`config.mk`:
```
export PLATFORM = sky130hd
export DESIGN_NAME = uart_bus_regs_flat
export DESIGN_NICKNAME = d
export VERILOG_FILES = /design/src/rtl/uart_bus_pkg.sv /design/src/rtl/uart_bus_regs_if.sv /design/src/rtl/uart_bus_regs.sv /design/src/flat_wrapper.sv
export SDC_FILE = /design/constraint.sdc
export NUM_CORES = 1
export LEC_CHECK = 0
export CAP_MARGIN = 20
export CORE_MARGIN = 1
export CORE_UTILIZATION = 50
export DETAILED_ROUTE_END_ITERATION = 7
export MAX_ROUTING_LAYER = met4
export PLACE_DENSITY = 0.85
export SLEW_MARGIN = 25
export SYNTH_ARGS = -nofsm -noshare
export SYNTH_HDL_FRONTEND = slang
export SYNTH_SLANG_ARGS = --single-unit
```
`constraint.sdc`:
```
create_clock -name clk -period 4.3 [get_ports clk]
set_input_delay 0.645 -clock clk [delete_from_list [all_inputs] [get_ports clk]]
set_output_delay 0.645 -clock clk [all_outputs]
set_load 0.1 [all_outputs]
```
`src/rtl/uart_bus_pkg.sv`:
```
// Shared definitions for the UART host-side register block:
//   register addresses, STATUS bit positions and the bus FSM state encoding.
package uart_bus_pkg;

  localparam logic [2:0] ADDR_CTRL1  = 3'd0;
  localparam logic [2:0] ADDR_CTRL2  = 3'd1;
  localparam logic [2:0] ADDR_CTRL3  = 3'd2;
  localparam logic [2:0] ADDR_APPLY  = 3'd3;
  localparam logic [2:0] ADDR_TXDATA = 3'd4;
  localparam logic [2:0] ADDR_RXDATA = 3'd5;
  localparam logic [2:0] ADDR_STATUS = 3'd6;
  localparam logic [2:0] ADDR_PARERR = 3'd7;

  localparam int unsigned STAT_EMPTY  = 0;
  localparam int unsigned STAT_FULL   = 1;
  localparam int unsigned STAT_TX_OVR = 2;
  localparam int unsigned STAT_RX_UDR = 3;

  typedef enum logic [1:0] {
    S_IDLE    = 2'd0,
    S_RD_STB  = 2'd1,
    S_RD_WAIT = 2'd2,
    S_ACK     = 2'd3
  } bus_state_e;

endpackage

```
`src/rtl/uart_bus_regs_if.sv`:
```
// Host bus between a bus master and uart_bus_regs.
//   bus_cs_i    access request, access starts on its rising edge
//   bus_we_i    1 = write, 0 = read
//   bus_addr_i  register address
//   bus_wdata_i write data
//   bus_rdata_o read data, valid only with bus_ack_o
//   bus_ack_o   one-cycle completion pulse
interface uart_bus_regs_if;
  logic       bus_cs_i;
  logic       bus_we_i;
  logic [2:0] bus_addr_i;
  logic [7:0] bus_wdata_i;
  logic [7:0] bus_rdata_o;
  logic       bus_ack_o;

  modport master (
    output bus_cs_i, bus_we_i, bus_addr_i, bus_wdata_i,
    input  bus_rdata_o, bus_ack_o
  );

  modport slave (
    input  bus_cs_i, bus_we_i, bus_addr_i, bus_wdata_i,
    output bus_rdata_o, bus_ack_o
  );
endinterface

```
`src/rtl/uart_bus_regs.sv`:
```
// Byte-wide bus slave in front of the UART core.
//   clk, rst          system clock, asynchronous active-low reset
//   bus               host bus (slave modport)
//   p_We_o            one-cycle parameter-apply pulse to the core
//   CtrlReg1..3_o     control registers to the core
//   data_o, n_we_o    TX FIFO write data / active-low write strobe
//   p_full_i          TX FIFO full
//   data_i, n_rd_o    RX FIFO data / active-low read strobe
//   p_empty_i         RX FIFO empty
//   ParityErrorNum_i  parity error count, readable at PARERR
module uart_bus_regs
  import uart_bus_pkg::*;
#(
  parameter int unsigned RD_LAT     = 1,
  parameter logic [7:0]  CTRL1_RST  = 8'h00,
  parameter logic [7:0]  CTRL2_RST  = 8'h00,
  parameter logic [7:0]  CTRL3_RST  = 8'h00,
  parameter bit          AUTO_APPLY = 1'b1
) (
  input  logic             clk,
  input  logic             rst,
  uart_bus_regs_if.slave   bus,
  output logic             p_We_o,
  output logic [7:0]       CtrlReg1_o,
  output logic [7:0]       CtrlReg2_o,
  output logic [7:0]       CtrlReg3_o,
  output logic [7:0]       data_o,
  output logic             n_we_o,
  input  logic             p_full_i,
  input  logic [7:0]       data_i,
  output logic             n_rd_o,
  input  logic             p_empty_i,
  input  logic [7:0]       ParityErrorNum_i
);

  localparam logic [1:0] LAT_LAST = 2'(RD_LAT - 1);

  bus_state_e state_q, state_d;
  logic       cs_q;
  logic [1:0] cnt_q, cnt_d;
  logic [7:0] ctrl1_q, ctrl1_d, ctrl2_q, ctrl2_d, ctrl3_q, ctrl3_d;
  logic [7:0] data_q, data_d;
  logic [7:0] rdata_q, rdata_d;
  logic       n_we_q, n_we_d;
  logic       p_we_q, p_we_d;
  logic       tx_ovr_q, tx_ovr_d;
  logic       rx_udr_q, rx_udr_d;
  logic       apply_pend_q;
  logic       access;
  logic [7:0] status;

  assign access = bus.bus_cs_i & ~cs_q;

  always_comb begin
    status              = '0;
    status[STAT_EMPTY]  = p_empty_i;
    status[STAT_FULL]   = p_full_i;
    status[STAT_TX_OVR] = tx_ovr_q;
    status[STAT_RX_UDR] = rx_udr_q;
  end

  always_ff @(posedge clk or negedge rst) begin
    if (!rst) begin
      state_q      <= S_IDLE;
      cs_q         <= 1'b0;
      cnt_q        <= '0;
      ctrl1_q      <= CTRL1_RST;
      ctrl2_q      <= CTRL2_RST;
      ctrl3_q      <= CTRL3_RST;
      data_q       <= '0;
      rdata_q      <= '0;
      n_we_q       <= 1'b1;
      p_we_q       <= 1'b0;
      tx_ovr_q     <= 1'b0;
      rx_udr_q     <= 1'b0;
      apply_pend_q <= AUTO_APPLY;
    end else begin
      state_q      <= state_d;
      cs_q         <= bus.bus_cs_i;
      cnt_q        <= cnt_d;
      ctrl1_q      <= ctrl1_d;
      ctrl2_q      <= ctrl2_d;
      ctrl3_q      <= ctrl3_d;
      data_q       <= data_d;
      rdata_q      <= rdata_d;
      n_we_q       <= n_we_d;
      p_we_q       <= p_we_d;
      tx_ovr_q     <= tx_ovr_d;
      rx_udr_q     <= rx_udr_d;
      apply_pend_q <= 1'b0;
    end
  end

  always_comb begin
    state_d  = state_q;
    cnt_d    = cnt_q;
    ctrl1_d  = ctrl1_q;
    ctrl2_d  = ctrl2_q;
    ctrl3_d  = ctrl3_q;
    data_d   = data_q;
    rdata_d  = rdata_q;
    n_we_d   = 1'b1;
    // The post-reset apply pulse is issued from the first clock edge.
    p_we_d   = apply_pend_q;
    tx_ovr_d = tx_ovr_q;
    rx_udr_d = rx_udr_q;

    case (state_q)
      S_IDLE: begin
        if (access) begin
          state_d = S_ACK;
          rdata_d = '0;
          if (bus.bus_we_i) begin
            case (bus.bus_addr_i)
              ADDR_CTRL1:  ctrl1_d = bus.bus_wdata_i;
              ADDR_CTRL2:  ctrl2_d = bus.bus_wdata_i;
              ADDR_CTRL3:  ctrl3_d = bus.bus_wdata_i;
              // An apply pulse already on the wire covers this request,
              // so the two merge into a single one-cycle pulse.
              ADDR_APPLY:  if (!p_we_q) p_we_d = 1'b1;
              ADDR_TXDATA: begin
                if (!p_full_i) begin
                  n_we_d = 1'b0;
                  data_d = bus.bus_wdata_i;
                end else begin
                  tx_ovr_d = 1'b1;
                end
              end
              default: ;
            endcase
          end else begin
            case (bus.bus_addr_i)
              ADDR_CTRL1:  rdata_d = ctrl1_q;
              ADDR_CTRL2:  rdata_d = ctrl2_q;
              ADDR_CTRL3:  rdata_d = ctrl3_q;
              ADDR_RXDATA: begin
                if (!p_empty_i) state_d = S_RD_STB;
                else            rx_udr_d = 1'b1;
              end
              ADDR_STATUS: begin
                rdata_d  = status;
                tx_ovr_d = 1'b0;
                rx_udr_d = 1'b0;
              end
              ADDR_PARERR: rdata_d = ParityErrorNum_i;
              default: ;
            endcase
          end
        end
      end
      S_RD_STB: begin
        state_d = S_RD_WAIT;
        cnt_d   = '0;
      end
      S_RD_WAIT: begin
        if (cnt_q == LAT_LAST) begin
          rdata_d = data_i;
          state_d = S_ACK;
        end else begin
          cnt_d = cnt_q + 2'd1;
        end
      end
      S_ACK:   state_d = S_IDLE;
      default: state_d = S_IDLE;
    endcase
  end

  assign bus.bus_ack_o   = (state_q == S_ACK);
  assign bus.bus_rdata_o = rdata_q;
  assign n_rd_o          = (state_q != S_RD_STB);
  assign n_we_o          = n_we_q;
  assign p_We_o          = p_we_q;
  assign data_o          = data_q;
  assign CtrlReg1_o      = ctrl1_q;
  assign CtrlReg2_o      = ctrl2_q;
  assign CtrlReg3_o      = ctrl3_q;

endmodule

```
`src/flat_wrapper.sv`:
```
// flat-port wrapper written by rule: the top's interface ports become plain ports
module uart_bus_regs_flat import uart_bus_pkg::*;
#(
  parameter int unsigned RD_LAT     = 1,
  parameter logic [7:0]  CTRL1_RST  = 8'h00,
  parameter logic [7:0]  CTRL2_RST  = 8'h00,
  parameter logic [7:0]  CTRL3_RST  = 8'h00,
  parameter bit          AUTO_APPLY = 1'b1
)
  (clk, rst, p_We_o, CtrlReg1_o, CtrlReg2_o, CtrlReg3_o, data_o, n_we_o, p_full_i, data_i, n_rd_o, p_empty_i, ParityErrorNum_i, bus_bus_cs_i, bus_bus_we_i, bus_bus_addr_i, bus_bus_wdata_i, bus_bus_rdata_o, bus_bus_ack_o);
  uart_bus_regs_if bus_i ();
  input  logic clk;
  input  logic rst;
  output logic p_We_o;
  output logic [7:0] CtrlReg1_o;
  output logic [7:0] CtrlReg2_o;
  output logic [7:0] CtrlReg3_o;
  output logic [7:0] data_o;
  output logic n_we_o;
  input  logic p_full_i;
  input  logic [7:0] data_i;
  output logic n_rd_o;
  input  logic p_empty_i;
  input  logic [7:0] ParityErrorNum_i;
  input wire logic [$bits(bus_i.bus_cs_i)-1:0] bus_bus_cs_i;
  input wire logic [$bits(bus_i.bus_we_i)-1:0] bus_bus_we_i;
  input wire logic [$bits(bus_i.bus_addr_i)-1:0] bus_bus_addr_i;
  input wire logic [$bits(bus_i.bus_wdata_i)-1:0] bus_bus_wdata_i;
  output wire logic [$bits(bus_i.bus_rdata_o)-1:0] bus_bus_rdata_o;
  output wire logic [$bits(bus_i.bus_ack_o)-1:0] bus_bus_ack_o;
  assign bus_i.bus_cs_i = bus_bus_cs_i;
  assign bus_i.bus_we_i = bus_bus_we_i;
  assign bus_i.bus_addr_i = bus_bus_addr_i;
  assign bus_i.bus_wdata_i = bus_bus_wdata_i;
  assign bus_bus_rdata_o = bus_i.bus_rdata_o;
  assign bus_bus_ack_o = bus_i.bus_ack_o;
  uart_bus_regs #(.RD_LAT(RD_LAT), .CTRL1_RST(CTRL1_RST), .CTRL2_RST(CTRL2_RST), .CTRL3_RST(CTRL3_RST), .AUTO_APPLY(AUTO_APPLY)) u_core (.clk(clk), .rst(rst), .bus(bus_i), .p_We_o(p_We_o), .CtrlReg1_o(CtrlReg1_o), .CtrlReg2_o(CtrlReg2_o), .CtrlReg3_o(CtrlReg3_o), .data_o(data_o), .n_we_o(n_we_o), .p_full_i(p_full_i), .data_i(data_i), .n_rd_o(n_rd_o), .p_empty_i(p_empty_i), .ParityErrorNum_i(ParityErrorNum_i));
endmodule
```
==> results.json <==
{
  "cts_resized": 0,
  "power_switching_uw": 1210,
  "initial_core_util_pct": 53.9,
  "routed_wl_um": 5610,
  "clock_sinks": 50,
  "synth-xor-area-share_pct": 0.361,
  "antennaDiodeCount": 0,
  "drc": 0,
  "required_ns": 3.65,
  "critPathMaxStageDelay_ns": 1.12,
  "cp_common_cell": "inv_1",
  "port_buffers": 76,
  "drt_iter0_markers": 101,
  "rsz0062_at_grt": "false",
  "reg2reg_to": "u_core.bus.bus_rdata_o[4]$_DFFE_PN0P_",
  "intPower_uw": 1150,
  "path_class": "flop to primary output",
  "track_usage_pct": 24.0,
  "h-tree-depth": 2,
  "clock_path_buffers": 2,
  "synth_top_family_by_area": "multiplexers",
  "fin_nets": 318,
  "hold_viol": 0,
  "vias": 1857,
  "cts_setup_buffers": 0,
  "cts_root_buf": "clkbuf_8",
  "relSlewSlack_pct": 34.0,
  "pwr-share-seq_pct": 27.6,
  "grt_max_degree": 51,
  "final.setup_skew_ns": 0.00804,
  "irDropWorstVdd_uv": 431,
  "clkTransAtPathRegs_ns": 0.09,
  "p_per_area_mw_per_mm2": 704,
  "postLayoutCoreUtil_pct": 74.3,
  "cp_cell_sequence": "inv_1 > ha_1 > inv_1 > clkdlybuf4s50_1",
  "cts_buffers": 5,
  "synth_compound_area_share_pct": 10.4,
  "worst_pin_slew_ns": 0.987,
  "place_hpwl_um": 3920,
  "maxCapViolations": 0,
  "synthSimpleGateAreaFrac_pct": 10.5,
  "drive_gt1_share_pct": 16.7,
  "ys_warn_count": 0,
  "slew_viol_final": 0,
  "synthAdderAreaFrac_pct": 2.58,
  "ys_seq_area_share_pct": 51.7,
  "routabilityCongestion": 0.840,
  "layout_min_cycle_time_ns": 2.77,
  "met3_length_um": 257,
  "cp_slowest_cell": "clkdlybuf4s50_1",
  "arrival_ns": 2.13,
  "clk_latency_ns": 0.31,
  "crit_path_start_kind": "flop",
  "setup_violations": 0,
  "min_path_type": "input port to asynchronous set/reset pin",
  "rows": 24,
  "routed.top_layer": "met4",
  "area_growth_pct": 37.9,
  "cp_num_buf_inv": 3,
  "synthesis.nets": 242,
  "nFillCells": 308,
  "overflow": 0,
  "reg2reg_slack_ns": 1.86,
  "drt-wirelength-per-cell_um": 16.9,
  "grt_pass1_wl_um": 9020,
  "fmax_mhz": 361,
  "cp-end-kind": "primary output",
  "postCtsHoldBufs": 0,
  "fin_crit_sh_pct": 64.4,
  "die_w_um": 71.7,
  "synthDistinctLibCells": 36,
  "synth_mux_area_share_pct": 21.5,
  "syn_inst": 204,
  "firstDrtPassIters": 4,
  "viasPerCell": 5.58,
  "first_global_vias": 1815,
  "reg2reg_depth": 6,
  "fin_tns_setup_ns": 0,
  "die_area_mm2": 0.00513,
  "combPwrFrac_pct": 55.9,
  "path_max_fanout": 3,
  "pwr-share-clk_pct": 16.5,
  "p_leak_uw": 0.00149,
  "io_pins": 77,
  "outcome": "completed",
  "avgSynthCellArea_um2": 11.9,
  "met1_length_um": 2450,
  "cpLargestDelayFamily": "buffers and inverters",
  "syn_area_mm2": 0.00243,
  "antenna_left": 0,
  "reg2reg_from": "u_core.state_q[0]$_DFFE_PN0P_",
  "switching_share_pct": 51.1,
  "core_mm2": 0.00450,
  "dieHeight_um": 71.7,
  "cts_tree": "done",
  "ys_ff_latch": 50,
  "antenna_found_initial": 0,
  "wl_met2_um": 2830
}
==> layout by cell type (no fill, tap or decap), types with 6 or more instances in the layout <==
cell / Yosys / routed
a21oi_1: 7 / 7
clkdlybuf4s50_1: 0 / 75
dfrtp_1: 48 / 48
inv_1: 6 / 6
mux2_2: 29 / 29
mux2i_1: 16 / 16
nand2_1: 10 / 10
nor2_1: 10 / 10
o21ai_0: 11 / 11
==> logic make-up (layout without fill, tap and decap cells) <==
logic type               after synthesis  after routing
AO/OA/AOI/OAI                         38             38
XOR/XNOR                               1              1
adder cells (fa/ha/maj)                5              5
buffers and inverters                 14             91
flip-flops                            50             50
multiplexers                          48             48
other                                  1              1
AND/OR/NAND/NOR                       47             47
==> metrics by stage <==
stage,hold WS [ns],cell area (µm²),worst slack (ns),instances,total power [µW]
final,0.341,3350,1.53,333,2360
after global placement,0.482,3210,1.44,325,1960
after global routing,0.387,3350,1.43,333,2450
after CTS,0.367,3350,1.51,333,2370
after floorplan,0.349,2430,2.46,204,1660
after detailed placement,0.494,3210,1.45,325,1980
==> flip-flops by register name (all words and copies together), names as in the netlist <==
register and count:
u_core.cs_q 1, u_core.bus.bus_rdata_o 8, u_core.rx_udr_q 1, u_core.n_we_o 1
u_core.tx_ovr_q 1, u_core.CtrlReg2_o 8, u_core.p_We_o 1, u_core.apply_pend_q 1
u_core.cnt_q 2, u_core.state_q 2, u_core.CtrlReg1_o 8, u_core.data_o 8
u_core.CtrlReg3_o 8
==> synth_stat cells <==
master,count,area [µm²]
and4bb_1,1,12.5
a41o_1,1,10.0
nand2_2,2,12.5
o21bai_1,1,7.51
nor2b_1,4,25.0
a2111oi_2,1,15.0
mux2_1,3,33.8
dfstp_2,2,52.6
nand2_1,10,37.5
o22ai_1,4,25.0
xnor2_1,1,8.76
conb_1,1,3.75
buf_2,3,15.0
mux2i_1,16,160
nor3_1,4,20.0
o211ai_1,1,7.51
and2_4,1,8.76
clkbuf_1,3,11.3
a21oi_1,7,35.0
and2_1,5,31.3
a22o_1,5,43.8
a41oi_1,1,8.76
a211oi_2,1,12.5
or2_2,1,6.26
dfrtp_1,48,1200
inv_1,6,22.5
a31oi_1,5,31.3
nor3b_1,4,30.0
ha_1,5,62.6
nor2_1,10,37.5
nand4_1,2,12.5
o21ai_0,11,55.1
nand3b_1,1,7.51
mux2_2,29,327
buf_6,2,22.5
nand2b_1,2,12.5
==> area by class of cell <==
| cell class | count | area (µm²) | area share, % |
|---|---|---|---|
| Inverter | 6 | 22.5 | 0.673 |
| Tap cell | 52 | 65.1 | 1.94 |
| Multi-Input combinational cell | 140 | 1100 | 32.9 |
| Sequential cell | 50 | 1250 | 37.5 |
| Clock inverter | 3 | 68.8 | 2.06 |
| Timing Repair Buffer | 77 | 766 | 22.9 |
| Clock buffer | 5 | 68.8 | 2.06 |
==> routing by layer <==
metal / GRT usage [%] / vias to the layer above
li1: - / 887
met5: - / -
met2: 39.0 / 53
met4: 6.32 / 0
met1: 30.7 / 910
met3: 5.34 / 7
==> worst max-delay path by stage <==
stage	startpoint	end	slack (ns)	depth (start not counted)
after floorplan	u_core.state_q[0]$_DFFE_PN0P_	u_core.bus.bus_rdata_o[6]$_DFFE_PN0P_	2.46	7
after global placement	bus_bus_addr_i[1]	u_core.CtrlReg2_o[3]$_DFFE_PN0P_	1.44	4
after detailed placement	bus_bus_addr_i[1]	u_core.CtrlReg2_o[6]$_DFFE_PN0P_	1.45	4
after CTS	u_core.state_q[1]$_DFFE_PN0P_	n_rd_o	1.51	4
after global routing	u_core.state_q[1]$_DFFE_PN0P_	n_rd_o	1.43	4
final	u_core.state_q[1]$_DFFE_PN0P_	n_rd_o	1.53	4
==> power by group through the flow <==
stage	clock network (µW)	logic (µW)	registers, µW
after CTS	393	1320	651
after global placement	0	1310	654
after global routing	414	1380	664
final	389	1320	650
after floorplan	0	359	1300
after detailed placement	0	1320	657
(Power assumes the default switching activity.)
